$ cat src/rtl/bmem_arbiter.sv
// ---------------------------------------------------------------------------
// bmem_arbiter
//
// Shares the single burst-memory port (bmem) between the I-cache and D-cache
// DFP ports. Only one line transaction is in flight at a time.
//   - Line writes are split into BEATS beats of BEAT_W bits, lowest beat first.
//   - Line reads are rebuilt from BEATS returning beats. A beat is kept only
//     when its address tag matches the line being fetched.
//
// Optional feature (compile-time macro ARB_ROUND_ROBIN_EN):
//   undefined : fixed priority, the D-cache wins over the I-cache.
//   defined   : when both ports request at once, the port that was not granted
//               last wins. The grant register holds the last grant (reset = D).
//
// Ports
//   clk, rst                     clock, synchronous active-high reset
//   ic_dfp_addr/read/write/wdata I-cache line request (held until resp)
//   ic_dfp_rdata/resp            I-cache line result, resp is a 1-cycle pulse
//   dc_dfp_*                     same set for the D-cache
//   bmem_addr/read/write/wdata   burst command and write beats to bmem
//   bmem_ready                   bmem accepts the command or beat this cycle
//   bmem_raddr/rdata/rvalid      returning read beats with their address tag
//
// Every output is driven straight from a flop. The next output values are
// worked out from the next-state values, so the outputs line up with the
// state register.
// ---------------------------------------------------------------------------
module bmem_arbiter #(
  parameter int ADDR_W = 32,
  parameter int LINE_W = 256,
  parameter int BEAT_W = 64
) (
  input  logic              clk,
  input  logic              rst,

  input  logic [ADDR_W-1:0] ic_dfp_addr,
  input  logic              ic_dfp_read,
  input  logic              ic_dfp_write,
  input  logic [LINE_W-1:0] ic_dfp_wdata,
  output logic [LINE_W-1:0] ic_dfp_rdata,
  output logic              ic_dfp_resp,

  input  logic [ADDR_W-1:0] dc_dfp_addr,
  input  logic              dc_dfp_read,
  input  logic              dc_dfp_write,
  input  logic [LINE_W-1:0] dc_dfp_wdata,
  output logic [LINE_W-1:0] dc_dfp_rdata,
  output logic              dc_dfp_resp,

  output logic [ADDR_W-1:0] bmem_addr,
  output logic              bmem_read,
  output logic              bmem_write,
  output logic [BEAT_W-1:0] bmem_wdata,
  input  logic              bmem_ready,
  input  logic [ADDR_W-1:0] bmem_raddr,
  input  logic [BEAT_W-1:0] bmem_rdata,
  input  logic              bmem_rvalid
);

  localparam int BEATS = LINE_W / BEAT_W;
  localparam int CNT_W = $clog2(BEATS);
  localparam int OFF_W = $clog2(LINE_W / 8);   // byte-offset bits within a line
  localparam logic [CNT_W-1:0] LAST_BEAT = CNT_W'(BEATS - 1);

  typedef enum logic [2:0] {
    S_IDLE     = 3'd0,
    S_RD_REQ   = 3'd1,
    S_RD_WAIT  = 3'd2,
    S_WR_BURST = 3'd3,
    S_RESP     = 3'd4
  } state_t;

  typedef enum logic {
    GNT_D = 1'b0,
    GNT_I = 1'b1
  } grant_t;

  // Transaction state
  state_t            r_state,    w_state_next;
  logic [CNT_W-1:0]  r_cnt,      w_cnt_next;
  logic [ADDR_W-1:0] r_addr,     w_addr_next;
  logic [LINE_W-1:0] r_line,     w_line_next;
  grant_t            r_grant,    w_grant_next;
  logic              r_is_write, w_is_write_next;

  // Output flops
  logic [ADDR_W-1:0] r_bmem_addr,  w_bmem_addr_next;
  logic              r_bmem_read,  w_bmem_read_next;
  logic              r_bmem_write, w_bmem_write_next;
  logic [BEAT_W-1:0] r_bmem_wdata, w_bmem_wdata_next;
  logic              r_ic_resp,    w_ic_resp_next;
  logic              r_dc_resp,    w_dc_resp_next;
  logic [LINE_W-1:0] r_ic_rdata,   w_ic_rdata_next;
  logic [LINE_W-1:0] r_dc_rdata,   w_dc_rdata_next;

  // Requester selection
  logic              w_d_req;
  logic              w_i_req;
  logic              w_pick_d;
  logic [ADDR_W-1:0] w_sel_addr;
  logic              w_sel_write;
  logic [LINE_W-1:0] w_sel_wdata;

  assign w_d_req = dc_dfp_read | dc_dfp_write;
  assign w_i_req = ic_dfp_read | ic_dfp_write;

`ifdef ARB_ROUND_ROBIN_EN
  // D wins when it is alone, or when I held the previous grant.
  assign w_pick_d = w_d_req && (!w_i_req || (r_grant == GNT_I));
`else
  assign w_pick_d = w_d_req;
`endif

  assign w_sel_addr  = w_pick_d ? dc_dfp_addr  : ic_dfp_addr;
  assign w_sel_write = w_pick_d ? dc_dfp_write : ic_dfp_write;
  assign w_sel_wdata = w_pick_d ? dc_dfp_wdata : ic_dfp_wdata;

  // Next-state logic
  always_comb begin
    w_state_next    = r_state;
    w_cnt_next      = r_cnt;
    w_addr_next     = r_addr;
    w_line_next     = r_line;
    w_grant_next    = r_grant;
    w_is_write_next = r_is_write;

    case (r_state)
      S_IDLE: begin
        if (w_d_req || w_i_req) begin
          w_grant_next    = w_pick_d ? GNT_D : GNT_I;
          w_addr_next     = {w_sel_addr[ADDR_W-1:OFF_W], {OFF_W{1'b0}}};
          w_line_next     = w_sel_wdata;
          w_is_write_next = w_sel_write;
          w_cnt_next      = '0;
          // Write takes precedence when a port raises both read and write.
          w_state_next    = w_sel_write ? S_WR_BURST : S_RD_REQ;
        end
      end

      S_RD_REQ: begin
        if (bmem_ready) begin
          w_state_next = S_RD_WAIT;
        end
      end

      S_RD_WAIT: begin
        // Beats tagged with another line belong to somebody else: drop them.
        if (bmem_rvalid && (bmem_raddr == r_addr)) begin
          w_line_next[BEAT_W*r_cnt +: BEAT_W] = bmem_rdata;
          if (r_cnt == LAST_BEAT) begin
            w_cnt_next   = '0;
            w_state_next = S_RESP;
          end else begin
            w_cnt_next = r_cnt + CNT_W'(1);
          end
        end
      end

      S_WR_BURST: begin
        if (bmem_ready) begin
          if (r_cnt == LAST_BEAT) begin
            w_cnt_next   = '0;
            w_state_next = S_RESP;
          end else begin
            w_cnt_next = r_cnt + CNT_W'(1);
          end
        end
      end

      S_RESP: begin
        w_state_next = S_IDLE;
      end

      default: begin
        w_state_next = S_IDLE;
      end
    endcase
  end

  // Output values for the next cycle, taken from the next state
  always_comb begin
    w_bmem_read_next  = (w_state_next == S_RD_REQ);
    w_bmem_write_next = (w_state_next == S_WR_BURST);
    w_bmem_addr_next  = '0;
    w_bmem_wdata_next = '0;
    w_ic_resp_next    = 1'b0;
    w_dc_resp_next    = 1'b0;
    w_ic_rdata_next   = '0;
    w_dc_rdata_next   = '0;

    if ((w_state_next == S_RD_REQ) || (w_state_next == S_WR_BURST)) begin
      w_bmem_addr_next = w_addr_next;
    end
    if (w_state_next == S_WR_BURST) begin
      w_bmem_wdata_next = w_line_next[BEAT_W*w_cnt_next +: BEAT_W];
    end
    if (w_state_next == S_RESP) begin
      if (w_grant_next == GNT_D) begin
        w_dc_resp_next = 1'b1;
        if (!w_is_write_next) begin
          w_dc_rdata_next = w_line_next;
        end
      end else begin
        w_ic_resp_next = 1'b1;
        if (!w_is_write_next) begin
          w_ic_rdata_next = w_line_next;
        end
      end
    end
  end

  always_ff @(posedge clk) begin
    if (rst) begin
      r_state      <= S_IDLE;
      r_cnt        <= '0;
      r_addr       <= '0;
      r_line       <= '0;
      r_grant      <= GNT_D;
      r_is_write   <= 1'b0;
      r_bmem_addr  <= '0;
      r_bmem_read  <= 1'b0;
      r_bmem_write <= 1'b0;
      r_bmem_wdata <= '0;
      r_ic_resp    <= 1'b0;
      r_dc_resp    <= 1'b0;
      r_ic_rdata   <= '0;
      r_dc_rdata   <= '0;
    end else begin
      r_state      <= w_state_next;
      r_cnt        <= w_cnt_next;
      r_addr       <= w_addr_next;
      r_line       <= w_line_next;
      r_grant      <= w_grant_next;
      r_is_write   <= w_is_write_next;
      r_bmem_addr  <= w_bmem_addr_next;
      r_bmem_read  <= w_bmem_read_next;
      r_bmem_write <= w_bmem_write_next;
      r_bmem_wdata <= w_bmem_wdata_next;
      r_ic_resp    <= w_ic_resp_next;
      r_dc_resp    <= w_dc_resp_next;
      r_ic_rdata   <= w_ic_rdata_next;
      r_dc_rdata   <= w_dc_rdata_next;
    end
  end

  assign bmem_addr    = r_bmem_addr;
  assign bmem_read    = r_bmem_read;
  assign bmem_write   = r_bmem_write;
  assign bmem_wdata   = r_bmem_wdata;
  assign ic_dfp_resp  = r_ic_resp;
  assign dc_dfp_resp  = r_dc_resp;
  assign ic_dfp_rdata = r_ic_rdata;
  assign dc_dfp_rdata = r_dc_rdata;

endmodule
$ cat config.mk
export PLATFORM = sky130hd
export DESIGN_NAME = bmem_arbiter
export DESIGN_NICKNAME = d
export VERILOG_FILES = /design/src/rtl/bmem_arbiter.sv
export SDC_FILE = /design/constraint.sdc
export NUM_CORES = 2
export LEC_CHECK = 0
export ABC_AREA = 1
export CAP_MARGIN = 15
export CORE_AREA = 2 2 510 512
export CTS_CLUSTER_DIAMETER = 60
export DETAILED_ROUTE_END_ITERATION = 6
export DIE_AREA = 0 0 512 514
export PLACE_DENSITY = 0.33
export SYNTH_ARGS = -nofsm -noshare
export SYNTH_HDL_FRONTEND = slang
export SYNTH_SLANG_ARGS = --single-unit
$ cat constraint.sdc
create_clock -name clk -period 3 [get_ports clk]
set_input_delay 0.6 -clock clk [delete_from_list [all_inputs] [get_ports clk]]
set_output_delay 0.6 -clock clk [all_outputs]
set_load 0.05 [all_outputs]
==> key figures <==
Outcome
  – Status: complete, but fails checks
  – Failing checks: DRC

STA
  – Layout Skew: 0.0452 ns
  – WHS: 0.127 ns
  – Final WS setup: 0.170 ns
  – Shortest period the worst path allows: 2.83 ns
  – Final hold violation count: 0
  – Final worst-path cycle share: 94.3%
  – Final Max Tran Viols: 0
  – Max Fclk: 353 MHz
  – RSZ-0062 raised after global routing: false
  – Relative slew slack: 34.9%
  – Final setup violation count: 0
  – Measured slew at the worst slew-check pin: 0.976 ns

Die
  – IO Count: 1292
  – Initial core utilization: 16.5%
  – Die ar.: 0.263 mm2
  – Die X: 512 um
  – Die Y: 514 um
  – Rows: 187
  – Core area: 0.258 mm2

Global routing
  – Tot GR Track Use: 21.7%
  – Largest net degree at the start of global routing: 113
  – First-pass GRT wire length: 406000 um
  – Vias in the first global route: 51500
  – Congestion Overflow GR: 0
  – Initial antenna violation count: 46

Synth
  – Top cell type's share of synthesized area: 42.7%
  – Top cells by area, synth: dfxtp_1, nand2_1, a21oi_1
  – Ys flop type: dfxtp_1
  – Sequential area share after synthesis: 42.7%
  – Avg Cell Area, Syn: 6.40 um2
  – Mapped Cells: 6646
  – Top cell type by total area after synthesis: dfxtp_1
  – Library cells used by synthesis: 34
  – Post-synthesis net count: 7332
  – Mapped cell area: 0.0425 mm2
  – EDFF count, synth: 0
  – Ys async rst share: 0%
  – Ys Warns: 0
  – #FFs+latches synth: 907

Worst setup path
  – R2R depth: 17
  – Critical path required time: 2.40 ns
  – Crit end category: primary output
  – Max incr delay on CP: 0.91 ns
  – CP bufs+invs: 1
  – Critical Path Source: ic_dfp_rdata[116]$_SDFF_PP0_
  – R2r setup slk: 0.28 ns
  – Worst setup SP type: flop
  – Critical path data arrival time: 2.23 ns
  – Levels on crit path: 1
  – Top Family by Delay on Critical Path: buffers and inverters
  – CP Max Fanout: 1
  – Crit path cell chain: clkdlybuf4s50_1
  – Critical path class: reg2out
  – Crit path to: ic_dfp_rdata[116]
  – RR Startpoint: r_cnt[0]$_SDFF_PP0_
  – Reg2reg end: bmem_wdata[14]$_SDFF_PP0_
  – Critical Path Slowest Stage Cell: clkdlybuf4s50_1

Layout
  – Layout Utilization: 27.2%
  – Filler instances: 28500
  – Nets: 9026
  – Multi-input combinational cell area: 0.0214 mm2
  – Sequential cell area: 0.0182 mm2
  – Share of cells above drive strength 1: 12.7%
  – Area grow syn2layout: 64.9%

Route
  – Avg WL per Cell: 25.0 um
  – Met2 Wirelength: 141000 um
  – DR pass1 iterations: 7
  – Vias post-DR: 51600
  – Detail Route Antenna Nets: 0
  – Metal3 WL: 19900 um
  – WL final: 297000 um
  – DRC viols: 2
  – DR vias/cell: 4.34
  – Highest routed layer: met5
  – Iteration-0 DRC count of the detailed router: 3691
  – M1 wire length: 130000 um

Power and ir drop
  – Pwr dens: 689 mW/mm2
  – Power, Total: 0.0483 W
  – Max IR drop VDD: 0.579 mV
  – Leak pwr: 30.0 nW

Clocking
  – Clock root cell: clkbuf_16
  – CTS buffer count: 145
  – Worst-path clk slew: 0.05 ns
  – Worst-case clock buffer depth: 3
  – CTS Sinks: 907
  – CTS tree: done
  – Clock Latency Late Sink: 0.81 ns
  – H-tree depth: 4

Job
  – Total of max-cap violations: 0

Placement
  – Port bufs: 1281
  – Placer Congestion: 0.859
  – DP HPWL: 230000 um
  – Place WS: -0.651 ns

Hold path
  – Class of the worst hold path: in2reg
  – Hold Startpoint: rst
## what timing repair did
item / CTS / global route
gates cloned: 0 / 1
gates resized for setup: 1 / 2
endpoints found under the setup margin: 1 / 7
hold endpoints to repair: 0 / 0
pin swaps: 0 / 1
hold buffers: 0 / 0
setup buffers: 0 / 1
## cells in the mapped netlist (all sizes together), types with 3 or more instances
library cell	number
nor2	848
xnor2	7
inv	257
o22ai	31
clkbuf	274
o21bai	61
a21oi	687
a31oi	32
nor4	3
nand4	94
nor3	11
buf	230
o41ai	5
nand2	2507
ha	6
nand3	523
and2	3
dfxtp	907
o21ai	155
## through the flow
step                setup TNS (ns)  cells  cell area, um2
finish                           0  11900           70100
global route                     0  11900           70000
CTS                              0  11900           70000
detailed placement         -207.88  11600           65000
global placement           -195.44  11600           65000
floorplan                        0   6646           42500
## registers in the layout (all words and copies together) (netlist names)
name          flops
r_cnt             2
ic_dfp_rdata    256
bmem_addr        32
r_grant           1
dc_dfp_resp       1
r_state           3
r_is_write        1
ic_dfp_resp       1
dc_dfp_rdata    256
bmem_wdata       64
bmem_read         1
r_line          256
bmem_write        1
r_addr           32
## kinds of logic after synthesis
kind of cell / Yosys count / synth area share (%)
xor gates and xnor gates: 8 / 0.165
and+or+nand+nor: 3989 / 37.5
AOI/OAI and AO/OA: 974 / 12.1
DFF: 907 / 42.7
adders and majority gates: 6 / 0.177
buffers and inverters: 762 / 7.36
## area by class of cell
type                       count  share of cell area, %
timing repair buffer        2051                   28.8
multi-input combinational   4977                   30.6
antenna                       15                 0.0536
clock inverter                93                   1.64
clock buffer                 171                   5.54
sequential                   907                   25.9
inverter                     258                   1.44
tap                         3402                   6.07
## worst register-to-register path: stages (launching register included)
cell,delay (ns)
dfxtp_4,0.34
clkinv_1,0.17
ha_4,0.40
inv_4,0.09
nor2_4,0.13
inv_2,0.06
nor2_4,0.14
buf_12,0.20
nand3_1,0.18
nand2_1,0.08
nand3_1,0.07
nand2_1,0.10
nand2_1,0.06
nand2_1,0.17
nand2_1,0.10
nand3_1,0.15
nand2_1,0.07
nor2_1,0.14
## placed cells by master, fill, tap and decap left out, drive strengths merged
master	instances
xor2	1
o21ai	155
nor4	3
clkdlybuf4s50	1277
ha	6
a211oi	1
and2	3
nor2	848
nand3	523
clkinv	37
diode	15
a21oi	687
nor3	11
dlygate4sd2	1
o21bai	61
a22oi	1
clkbuf	172
a21boi	1
clkinvlp	10
bufinv	16
a31oi	32
xnor2	7
dfxtp	907
o41ai	5
inv	288
o22ai	31
nand2	2507
buf	772
nand4	94
## worst min-delay path by stage
stage,slack (ns),cells past startpoint,endpoint
floorplan,0.44,2,bmem_addr[0]$_SDFF_PP0_
global placement,0.46,2,r_addr[0]$_SDFF_PP0_
detailed placement,0.46,2,r_addr[0]$_SDFF_PP0_
CTS,0.05,2,r_line[188]$_SDFF_PP0_
global route,0.09,2,r_line[120]$_SDFF_PP0_
finish,0.13,2,r_line[186]$_SDFF_PP0_
## report_power, final
group          internal [W]  switching [W]
Combinational       0.00593         0.0109
Sequential           0.0129       0.000556
Clock                0.0108        0.00714
Total                0.0297         0.0186
## per-layer routing
metal  global-route usage [%]  vias up
met5                        0        -
met4                     4.42       24
met3                     4.80      298
met2                     37.0     1830
met1                     27.8    24800
li1                         -    24700
No activity file was read; power rests on OpenSTA's default activity.
==> patch (same settings) <==
The parameter `BEAT_W` goes from 64 to 32.
--- a/src/rtl/bmem_arbiter.sv
+++ b/src/rtl/bmem_arbiter.sv
@@ -30,3 +30,3 @@
   parameter int LINE_W = 256,
-  parameter int BEAT_W = 64
+  parameter int BEAT_W = 32
 ) (
Interface: changed (resized bmem_rdata and bmem_wdata); port bits go from 1292 to 1228. No check against the original RTL was run, so the function may have changed too.
==> patch against the unedited design <==
- the run ends with setup timing left
- routed wire length is 20% higher
- count of clock-buffer cells in the layout up 20
- sequential cell count decreased by 31
- non-clock buffer count is 406 higher
- final area grew 11%
- die area did not move
- setup slack lost 180 ps
- hold slack gained 340 ps
- area after synthesis increased by 1.5%
- total power grew 13%
- critical path type is now register to register
- highest routed layer unchanged
==> patch: results (changes against the unedited design) <==
The largest net degree at the start of global routing came out at 154 (was 113). The peak supply drop came out at 708 uV (was 579 uV). The final-report setup violation count came out at 1 (was 0). The number of vias per cell is 4.52 (was 4.34). Failing checks: setup timing (was DRC). The global-route wire length before repair came out at 468000 um (was 406000 um). The number of filler cells placed in the layout came out at 28.1k (was 28.5k). The number of buffers inserted during clock tree synthesis came out at 152 (was 145). The placement-stage cell area is 68600 um2 (was 65000 um2). The net count after synthesis is 7370 (was 7332). Run status: finished, violations left (unchanged). The critical path's top delay family is simple AND/OR/NAND/NOR gates (was buffers and inverters). Most used standard cells in the synthesized netlist: sky130_fd_sc_hd__nand2_1 (1858), sky130_fd_sc_hd__nor2_1 (1264), sky130_fd_sc_hd__dfxtp_1 (876) (was sky130_fd_sc_hd__nand2_1 (2504), sky130_fd_sc_hd__dfxtp_1 (907), sky130_fd_sc_hd__nor2_1 (839)).

The timing startpoint of the critical path is r_cnt[1]$_SDFF_PP0_ (was ic_dfp_rdata[116]$_SDFF_PP0_). The later-pin clock latency in the skew report came out at 840 ps (was 810 ps). The cell with the biggest individual delay on the critical path is sky130_fd_sc_hd__a21boi_1 (was sky130_fd_sc_hd__clkdlybuf4s50_1). The setup skew after layout is 37.3 ps (was 45.2 ps).

The final worst-path setup slack came out at -13.4 ps (was 170 ps). The class of the tightest hold or removal check is register to register (was input pin to register). The critical-path maximum fanout is 8 (was 1). The share of layout cells above drive strength 1 was 0.227 (was 0.127). The number of iterations in the first detailed-routing pass came out at 6 (was 7). The share of the yosys chip area belonging to registers came to 0.406 (was 0.427). The cell count after synthesis is 6715 (was 6646).

The last weighted congestion value of the routability-driven placer came to 0.962 (was 0.859). The number of cells after detailed placement was 12.0k (was 11.6k). The longest individual stage delay on the worst path is 430 ps (was 910 ps). The worst slew margin relative to its limit came out at 0.208 (was 0.349). The multi-input gate area in the final layout came out at 23800 um2 (was 21400 um2).

The number of distinct library cell variants in the gate-level netlist after synthesis is 49 (was 34). The setup TNS came out at -13.4 ps (was 0 ps). The critical path data arrival time came out at 3730 ps (was 2230 ps).

The via count of the first global-routing pass came out at 54.0k (was 51.5k). The count of port buffers added during placement came out at 1217 (was 1281). The initial detailed-routing violation count is 4915 (was 3691). The post-place setup slack is -1310 ps (was -651 ps). The final wirelength came out at 357000 um (was 297000 um). The leakage power total came out at 34.2 nW (was 30.0 nW).

The initial antenna violation count is 94 (was 46). The combined global-route utilization of all metal layers came out at 0.256 (was 0.217).
-- patch: power breakdown --
part / leakage, nW / internal (mW) / switching [mW] / total [mW]
logic: 24.5 / 8.80 / 14.4 / 23.2
clock network: 2.54 / 11.0 / 7.27 / 18.2
registers: 7.14 / 12.5 / 0.686 / 13.2
-- patch: kinds of logic after synthesis --
family / after synthesis / share of synthesized area
AO/OA/AOI/OAI: 870 / 0.122
XOR/XNOR: 5 / 0.00101
adder cells (fa/ha/maj): 7 / 0.00203
buffers and inverters: 1020 / 0.0953
flip-flops: 876 / 0.406
multiplexers: 30 / 0.00696
AND/OR/NAND/NOR: 3907 / 0.366
-- patch: final timing paths --
kind         cells after the start                       end  slack, ps
min                              2      r_addr[2]$_SDFF_PP0_        470
max reg2reg                     18  bmem_wdata[9]$_SDFF_PP0_        -10
min reg2reg                      2      r_addr[2]$_SDFF_PP0_        470
max                             18  bmem_wdata[9]$_SDFF_PP0_        -10
-- patch: layer usage --
layer	wire length, um	global-route usage	vias to the layer above
li1	-	-	25700
met1	149000	0.322	27100
met2	167000	0.426	2528
met3	27900	0.0616	487
met4	12300	0.0898	42
met5	264	0	-
-- patch: layout make-up --
cell class,instances,share of cell area
antenna,23,0.000743
clock buffer,191,0.0548
clock inverter,84,0.0124
inverter,504,0.0248
multi-input combinational,4819,0.307
sequential,876,0.227
tap,3402,0.0549
timing repair buffer,2457,0.319
-- patch: worst min-delay path, delay by kind of cell (launching register included) --
kind | cells | cell delay (ps)
flops | 1 | 320
buf+inv | 1 | 60
simple gates | 1 | 50
-- patch: repair_timing --
item / CTS / global route
buffers inserted: 22 / 35
gates cloned: 8 / 22
resized for setup: 256 / 388
hold buffers: 1 / 0
hold endpoints to repair: 2 / 0
pin swaps: 23 / 120
endpoints found under the setup margin: 319 / 377
